## src/rtl/clk_div_monitor.sv

```systemverilog
// Divided-strobe health monitor: measures edge-to-edge intervals, tracks lock, counts errors.
// Optional build macro CLK_MON_TOLERANCE_EN widens the good-period window to EXP_PERIOD +/- 1.
module clk_div_monitor #(
  parameter int EXP_PERIOD = 4,
  parameter int CNT_W      = 8,
  parameter int LOCK_COUNT = 4,
  parameter int LOSS_COUNT = 2,
  parameter int ERR_CNT_W  = 16
) (
  input  logic                 clk_in,
  input  logic                 reset,
  input  logic                 strobe_in,
  output logic [CNT_W-1:0]     period_out,
  output logic                 period_valid,
  output logic                 locked,
  output logic                 err_pulse,
  output logic [ERR_CNT_W-1:0] err_count
);

  localparam int GW = $clog2(LOCK_COUNT + 1);
  localparam int LW = $clog2(LOSS_COUNT + 1);
  localparam logic [CNT_W-1:0] TIMEOUT_CNT = CNT_W'(2 * EXP_PERIOD - 1);

  typedef enum logic [1:0] {ACQUIRE, TRACK, LOCKED} state_t;

  state_t           r_state, w_state_nxt;
  logic             r_strobe_q;
  logic [CNT_W-1:0] r_cyc_cnt, w_cyc_nxt;
  logic [GW-1:0]    r_good_run, w_good_nxt;
  logic [LW-1:0]    r_bad_run, w_bad_nxt;
  logic [CNT_W-1:0] w_period;
  logic             w_edge, w_timeout, w_good, w_pv, w_err;

  always_comb begin
    w_state_nxt = r_state;
    w_good_nxt  = r_good_run;
    w_bad_nxt   = r_bad_run;
    w_pv        = 1'b0;
    w_err       = 1'b0;
    w_edge      = strobe_in & ~r_strobe_q;
    w_period    = r_cyc_cnt + CNT_W'(1);
    // An edge always beats a coincident timeout; that period is then simply bad.
    w_timeout   = ~w_edge && (r_cyc_cnt == TIMEOUT_CNT);
    w_cyc_nxt   = (w_edge || w_timeout) ? '0 : r_cyc_cnt + CNT_W'(1);
`ifdef CLK_MON_TOLERANCE_EN
    w_good      = (w_period >= CNT_W'(EXP_PERIOD - 1)) && (w_period <= CNT_W'(EXP_PERIOD + 1));
`else
    w_good      = (w_period == CNT_W'(EXP_PERIOD));
`endif

    case (r_state)
      ACQUIRE: begin
        if (w_edge) begin
          w_state_nxt = TRACK;
          w_good_nxt  = '0;
        end
      end
      TRACK: begin
        if (w_edge) begin
          w_pv = 1'b1;
          if (w_good) begin
            if (r_good_run == GW'(LOCK_COUNT - 1)) begin
              w_state_nxt = LOCKED;
              w_bad_nxt   = '0;
              w_good_nxt  = '0;
            end else begin
              w_good_nxt = r_good_run + GW'(1);
            end
          end else begin
            w_err      = 1'b1;
            w_good_nxt = '0;
          end
        end else if (w_timeout) begin
          w_err       = 1'b1;
          w_state_nxt = ACQUIRE;
        end
      end
      LOCKED: begin
        if (w_edge) begin
          w_pv = 1'b1;
          if (w_good) begin
            w_bad_nxt = '0;
          end else begin
            w_err = 1'b1;
            if (r_bad_run == LW'(LOSS_COUNT - 1)) begin
              w_state_nxt = TRACK;
              w_good_nxt  = '0;
              w_bad_nxt   = '0;
            end else begin
              w_bad_nxt = r_bad_run + LW'(1);
            end
          end
        end else if (w_timeout) begin
          w_err       = 1'b1;
          w_state_nxt = ACQUIRE;
        end
      end
      default: w_state_nxt = ACQUIRE;
    endcase
  end

  always_ff @(posedge clk_in) begin
    if (reset) begin
      r_state      <= ACQUIRE;
      r_strobe_q   <= 1'b0;
      r_cyc_cnt    <= '0;
      r_good_run   <= '0;
      r_bad_run    <= '0;
      period_out   <= '0;
      period_valid <= 1'b0;
      locked       <= 1'b0;
      err_pulse    <= 1'b0;
      err_count    <= '0;
    end else begin
      r_state      <= w_state_nxt;
      r_strobe_q   <= strobe_in;
      r_cyc_cnt    <= w_cyc_nxt;
      r_good_run   <= w_good_nxt;
      r_bad_run    <= w_bad_nxt;
      if (w_pv) period_out <= w_period;
      period_valid <= w_pv;
      locked       <= (w_state_nxt == LOCKED);
      err_pulse    <= w_err;
      // Error count saturates at all-ones rather than wrapping.
      if (w_err && (err_count != '1)) err_count <= err_count + ERR_CNT_W'(1);
    end
  end

endmodule

```

## config.mk

```make
export PLATFORM = sky130hd
export DESIGN_NAME = clk_div_monitor
export DESIGN_NICKNAME = d
export VERILOG_FILES = /design/src/rtl/clk_div_monitor.sv
export SDC_FILE = /design/constraint.sdc
export NUM_CORES = 1
export LEC_CHECK = 0
export ABC_AREA = 1
export CORE_ASPECT_RATIO = 0.7
export CORE_MARGIN = 8
export CORE_UTILIZATION = 59
export DETAILED_ROUTE_END_ITERATION = 16
export GPL_ROUTABILITY_DRIVEN = 0
export GPL_TIMING_DRIVEN = 0
export HOLD_SLACK_MARGIN = 0.06
export PLACE_DENSITY = 0.83
export SLEW_MARGIN = 25
export SYNTH_ARGS = -nofsm -noshare
export SYNTH_HDL_FRONTEND = slang
export SYNTH_SLANG_ARGS = --single-unit
```

## constraint.sdc

```tcl
create_clock -name clk_in -period 4.55 [get_ports clk_in]
set_input_delay 0.455 -clock clk_in [delete_from_list [all_inputs] [get_ports clk_in]]
set_output_delay 0.455 -clock clk_in [all_outputs]
set_load 0.005 [all_outputs]
```

==> results of run 1 <==
-- through the flow --
stage / util, % / setup slack, ns / hold WS, ns / std cells / instance area (um2)
6_report: 71.89 / 2.284 / 0.4325 / 414 / 2751
5_1_grt: 71.89 / 2.076 / 0.4642 / 414 / 2751
4_1_cts: 71.89 / 2.301 / 0.4367 / 414 / 2751
3_5_place_dp: 69.21 / 1.995 / 0.4249 / 407 / 2649
3_3_place_gp: 69.21 / 2.053 / 0.4205 / 407 / 2649
2_1_floorplan: - / 2.694 / 0.4087 / 327 / 2303
-- worst min-delay path, cell delays in order, from the launching register on --
cell and delay [ns]:
dfxtp_1 0.32, inv_1 0.05, nor2_1 0.03
-- metal layers --
metal | vias up | routed length (um)
met2 | 64 | 2233
li1 | 1114 | -
met5 | - | 0
met3 | 9 | 354
met1 | 997 | 2586
met4 | 0 | 88
-- power by group through the flow --
stage | Sequential [W] | Clock (W) | Combinational (W)
finish | 0.000397 | 0.000287 | 0.0000783
global route | 0.000398 | 0.000313 | 0.0000893
detailed placement | 0.000405 | 0 | 0.0000775
global placement | 0.000405 | 0 | 0.0000764
floorplan | 0.000404 | 0 | 0.0000513
CTS | 0.000396 | 0.000296 | 0.0000783
-- placed cells by master, fill, tap and decap left out, types with 5 or more instances in the layout --
master           count
a21oi_1             22
clkbuf_1             5
clkbuf_8             5
clkdlybuf4s50_1     28
dfxtp_1             43
ha_1                 9
inv_1               44
nand2_1             78
nand3_1             21
nand4_1              9
nor2_1              43
nor3_1               6
o21ai_0              9
xor2_1               6
-- sequential cells by signal (all words and copies together), names as in the netlist, 2 cells and up --
register / count
err_count: 16
period_out: 8
r_bad_run: 2
r_cyc_cnt: 8
r_good_run: 3
r_state: 2
-- final cells by class --
cell class	instances	area (um2)	share of cell area, %
multi-input combinational	232	1221	44.38
clock inverter	1	30.03	1.091
sequential	43	860.8	31.29
inverter	46	175.2	6.367
timing repair buffer	28	280.3	10.19
buffer	6	46.29	1.683
tap	52	65.06	2.365
clock buffer	6	72.57	2.638
-- cell families after synthesis --
| kind of cell | synth area share, % |
|---|---|
| AND/OR/NAND/NOR | 34.82 |
| adder cells (fa/ha/maj) | 4.889 |
| flip-flops | 37.37 |
| AO/OA/AOI/OAI | 9.506 |
| XOR/XNOR | 3.802 |
| buffers and inverters | 9.614 |
-- path summary, 6_finish.rpt --
kind	depth (start not counted)	slack, ns	to
setup / recovery	12	2.28	err_count[5]$_SDFFE_PP0P_
hold / removal	2	0.43	r_bad_run[1]$_SDFFE_PP0P_
setup reg to reg	13	2.40	err_count[7]$_SDFFE_PP0P_
hold reg to reg	2	0.43	r_bad_run[1]$_SDFFE_PP0P_
==> run_results.csv, run 1 <==
group,metric,value,unit
placement,io_buffer_count,28,
pwr,comb_power_share,10.3,%
cts,cts.hold.buffers_added,0,
timing,max_freq,441.2,MHz
floorplanning,rows,19,
logic_synthesis,ys_ff_latch,43,
layout,nets,374,
layout,diodes,0,
worst_setup_path,crit_arrival,2.49,ns
global_routing,grt_start_max_net_pins,13,
logic_synthesis,synth-main-ff-cell,"dfxtp_1",
worst_setup_path,worstPathRequired,4.77,ns
pwr,p_total,0.0007622,W
floorplanning,initial_utilization,60.18,%
pwr,p_int,0.0005803,W
logic_synthesis,synth_nets,339,
logic_synthesis,syn-instance-count,327,
pwr,p_leak,1.108,nW
drt,totalWireLength,5263,um
worst_setup_path,worstPathCellList,"clkdlybuf4s50_1 -> inv_1 -> nor2_2 -> inv_1 -> nor2_2 -> nand2_2 -> nand2_4 -> nand2_8 -> inv_4 -> buf_6 -> nand2_1 -> a21oi_1",
timing,hold_viol,0,
hold_path,hold_class,"flop to flop",
global_routing,use_met1,23.75,%
worst_setup_path,r2r-start,"r_cyc_cnt[0]$_SDFF_PP0_",
cts,h-tree-depth,2,
timing,setup_violations,0,
timing,fin_skew,0.006580,ns
timing,tns,0,ns
logic_synthesis,synth_area_leaders,"dfxtp_1, nand2_1, inv_1, nor2_1, ha_1",
floorplanning,ioPinCount,30,
logic_synthesis,ys_seq_area_share,37.37,%
cts,cts.clk_slew.worst_paths,0.08,ns
cts,cts_inserted_buffers,5,
run_status,status,"finished, final reports clean",
global_routing,met2_usage,27.68,%
cts,post_cts_buffers,0,
floorplanning,die_h,68.28,um
cts,cts-root-buf,"clkbuf_8",
global_routing,grt_pass1_vias,1905,
logic_synthesis,synth_edf_count,0,
drt,dr.pass1.iters,4,
pwr,p_sw_share,23.86,%
drt,drt_iter0_drc,177,
global_routing,antenna_found_initial,0,
hold_path,hp-start,"r_bad_run[1]$_SDFFE_PP0P_",
logic_synthesis,yosys.area.top_type_share,37.37,%
flow_run,cap_viol_max_count,0,
worst_setup_path,end_kind,"flop",
worst_setup_path,cp-start-kind,"input pin",
worst_setup_path,critPathMaxStageDelay,0.45,ns
floorplanning,die-area,6191,um2
timing,finalWorstPathRequiredPeriod,2.266,ns
worst_setup_path,cp_top_family,"simple AND/OR/NAND/NOR gates",
cts,ctsLongestPathBuffers,2,
global_routing,gr-total-overflow,0,
worst_setup_path,worstPathBufferInverterCount,5,
timing,max_slew_margin,61.15,%
timing,period_share,49.81,%
global_routing,grt_usage,17.94,%
drt,ant_nets,0,
pwr,p_per_area,277.0,nW/um2
worst_setup_path,cp_max_fo,10,
timing,rsz0062_at_grt,"false",
global_routing,grt_busiest_layer,"met2",
pwr,p_clk_share,37.7,%
logic_synthesis,synth_warnings,0,
global_routing,grt_pass1_wl,8949,um
drt,wl_per_cell,12.71,um
cts,cts_sinks,43,
cts,cts_tree,"yes",
drt,vias_per_cell,5.275,
logic_synthesis,syn_area,2303,um2
layout,area_delta_synth_final,19.45,%
floorplanning,die_w,90.68,um
worst_setup_path,crit_path_top_delay_cell,"clkdlybuf4s50_1",
floorplanning,design.core.area,3827,um2
pwr,power_frac_seq,52.0,%
logic_synthesis,synth_top_area_cell,"dfxtp_1",
logic_synthesis,yosysMostFrequentCell,"nand2_1",
layout,drive_gt1_share,7.459,%
drt,drc,0,
logic_synthesis,async_flop_share,0,%
pwr,switchingPower,0.0001818,W
worst_setup_path,crit_start,"strobe_in",
timing,drv_slew,0,
cts,clock_latency,0.29,ns
logic_synthesis,avgSynthCellArea,7.044,um2
logic_synthesis,synth_cell_type_count,32,
placement,hpwl,3924,um
drt,vias,2184,
worst_setup_path,critical_path_class,"input pin to flop",
timing,tightestPinTransition,0.5828,ns
pwr,vdd_drop_max,0.2189,mV
layout,fillCellCount,318,
global_routing,grtUsageMet3,4.710,%
logic_synthesis,synthTopCellsByCount,"nand2_1, inv_1, dfxtp_1, nor2_1, a21oi_1",
cts,cts_resized,0,
Note: power is estimated with default switching activity, not from simulation.
==> run 2: changes to the inputs <==
Settings changed: CORE_UTILIZATION 59 to 55, PLACE_DENSITY 0.83 to 0.79.
Clock period 4.55 ns to 2.2 ns, I/O delays scaled along.
==> run 2 against run 1 <==
  * Count of clock-buffer cells in the layout rose by 1
  * Register-to-register slack got worse by 2.2 ns
  * Die area increased by 5.8%
  * Critical endpoint unchanged
  * Largest cell class unchanged
==> run_results.csv, run 2 (synthesis results as in run 1) <==
group,metric,value,unit
floorplanning,die_h,70.15,um
layout,nets,374,
timing,drv_slew,0,
layout,top_register,"err_count",
floorplanning,rows,19,
layout,top_regs,"err_count: 16 flops, period_out: 8 flops, r_cyc_cnt: 8 flops",
pwr,p_per_area,532.6,nW/um2
worst_setup_path,critical_path_class,"flop to flop",
global_routing,grt_usage,17.76,%
placement,io_buffer_count,28,
global_routing,use_met1,24.25,%
layout,layout_common_cells,"nand2_1, inv_1, nor2_1",
timing,tightestPinTransition,0.5486,ns
drt,wl_per_cell,13.66,um
timing,setup_violations,0,
pwr,p_clk_share,32.7,%
pwr,power_frac_seq,55.8,%
pwr,p_int,0.001093,W
global_routing,antenna_found_initial,0,
pwr,vdd_drop_max,0.4334,mV
floorplanning,initial_utilization,58.02,%
global_routing,met2_usage,25.74,%
timing,hold_viol,0,
drt,drt_iter0_drc,157,
drt,totalWireLength,5669,um
worst_setup_path,worstPathRequired,2.38,ns
worst_setup_path,r2r_cells,13,
layout,largest_register_ffs,16,
hold_path,hold_class,"input pin to flop",
timing,fin_skew,0.004842,ns
floorplanning,die-area,6548,um2
worst_setup_path,crit_start,"r_cyc_cnt[1]$_SDFF_PP0_",
global_routing,grt_pass1_vias,2045,
cts,cts-root-buf,"clkbuf_8",
worst_setup_path,cp-start-kind,"flop",
layout,final_common_cell,"nand2_1",
cts,cts.clk_slew.worst_paths,0.08,ns
timing,max_freq,492.4,MHz
drt,vias_per_cell,5.263,
placement,hpwl,4286,um
pwr,p_total,0.001473,W
layout,drive_gt1_share,9.366,%
timing,hold_slack,0.3544,ns
timing,finalWorstPathRequiredPeriod,2.031,ns
floorplanning,design.core.area,3970,um2
pwr,switchingPower,0.0003801,W
worst_setup_path,cp_max_fo,10,
layout,area_delta_synth_final,20.04,%
cts,cts_tree,"yes",
worst_setup_path,end_kind,"flop",
cts,cts.hold.buffers_added,0,
global_routing,grt_start_max_net_pins,13,
worst_setup_path,reg2reg_to,"err_count[5]$_SDFFE_PP0P_",
worst_setup_path,r2r-start,"r_cyc_cnt[1]$_SDFF_PP0_",
run_status,status,"finished, final reports clean",
drt,drc,0,
pwr,p_leak,1.099,nW
cts,cts_sinks,43,
global_routing,gr-total-overflow,0,
global_routing,grt_busiest_layer,"met2",
timing,period_share,92.30,%
pwr,p_sw_share,25.81,%
global_routing,grtUsageMet3,5.123,%
pwr,comb_power_share,11.5,%
drt,ant_nets,0,
cts,h-tree-depth,2,
worst_setup_path,cp-endpoint,"err_count[5]$_SDFFE_PP0P_",
timing,max_slew_margin,63.43,%
worst_setup_path,reg2reg_slack,0.17,ns
placement,dp_slack,-0.1483,ns
cts,clock_latency,0.29,ns
timing,fin_ws,0.1693,ns
global_routing,grt_pass1_wl,9466,um
layout,diodes,0,
flow_run,cap_viol_max_count,0,
drt,dr.pass1.iters,5,
floorplanning,ioPinCount,30,
cts,ctsLongestPathBuffers,2,
drt,vias,2184,
worst_setup_path,crit_arrival,2.21,ns
cts,cts_inserted_buffers,5,
floorplanning,die_w,93.35,um
==> run 2: cell types whose count changed in the layout (fill, tap and decap cells not counted), sizes merged <==
cell	previous run	this run
clkbuf	10	11
clkinv	0	1
bufinv	1	0
==> run 2: power groups by stage <==
stage          Combinational [W]  Clock, W  Sequential (W)
2_1_floorplan           0.000106         0        0.000836
3_5_place_dp            0.000165         0        0.000839
4_1_cts                 0.000166  0.000496        0.000821
3_3_place_gp            0.000159         0        0.000838
6_report                0.000170  0.000481        0.000822
5_1_grt                 0.000188  0.000533        0.000824
==> run 2: layout make-up <==
class	instances	area, um2
clock buffer	7	76.32
fill	331	1205
tap	52	65.06
multi-input combinational	232	1254
inverter	46	175.2
clock inverter	1	5.005
sequential	43	863.3
buffer	6	46.29
timing repair buffer	28	280.3
==> run 2: how the worst min path moves through the flow <==
stage / startpoint / to / slack, ns / cells after the start
floorplan: strobe_in / r_strobe_q$_SDFF_PP0_ / 0.35 / 2
global placement: r_bad_run[1]$_SDFFE_PP0P_ / r_bad_run[1]$_SDFFE_PP0P_ / 0.42 / 2
detailed placement: r_bad_run[1]$_SDFFE_PP0P_ / r_bad_run[1]$_SDFFE_PP0P_ / 0.44 / 2
CTS: reset / err_count[15]$_SDFFE_PP0P_ / 0.35 / 2
global route: reset / err_count[2]$_SDFFE_PP0P_ / 0.38 / 2
finish: reset / err_count[15]$_SDFFE_PP0P_ / 0.35 / 2
==> run 2: timing repair <==
action	in CTS	in global routing
resized for setup	0	10
setup endpoints to repair	0	16
setup buffers	0	0
==> run 2: routing by layer <==
metal	vias up	share of wire, %
li1	1111	-
met5	-	0
met3	7	8.3
met2	73	43
met4	0	1.1
met1	993	48
==> run 2: metrics by stage <==
step             TNS, ns  util [%]  instance area (um2)  std cells
5_1_grt        -0.003760     69.65                 2765        415
2_1_floorplan          0         -                 2303        327
6_report               0     69.65                 2765        415
3_5_place_dp      -1.276     66.72                 2649        407
4_1_cts                0     68.77                 2730        415
3_3_place_gp     -0.7066     66.72                 2649        407
==> run 2: critical path, cell delays in order, from the launching register on <==
cell and delay, ns:
dfxtp_1 0.43, ha_2 0.26, nand3_2 0.10, nand2_1 0.14, nand3_1 0.13, nor2_4 0.14
nand3_4 0.11, nand2_2 0.10, nand2_4 0.08, nand2_8 0.10, inv_4 0.05, buf_6 0.13
nand2_1 0.07, a21oi_1 0.07
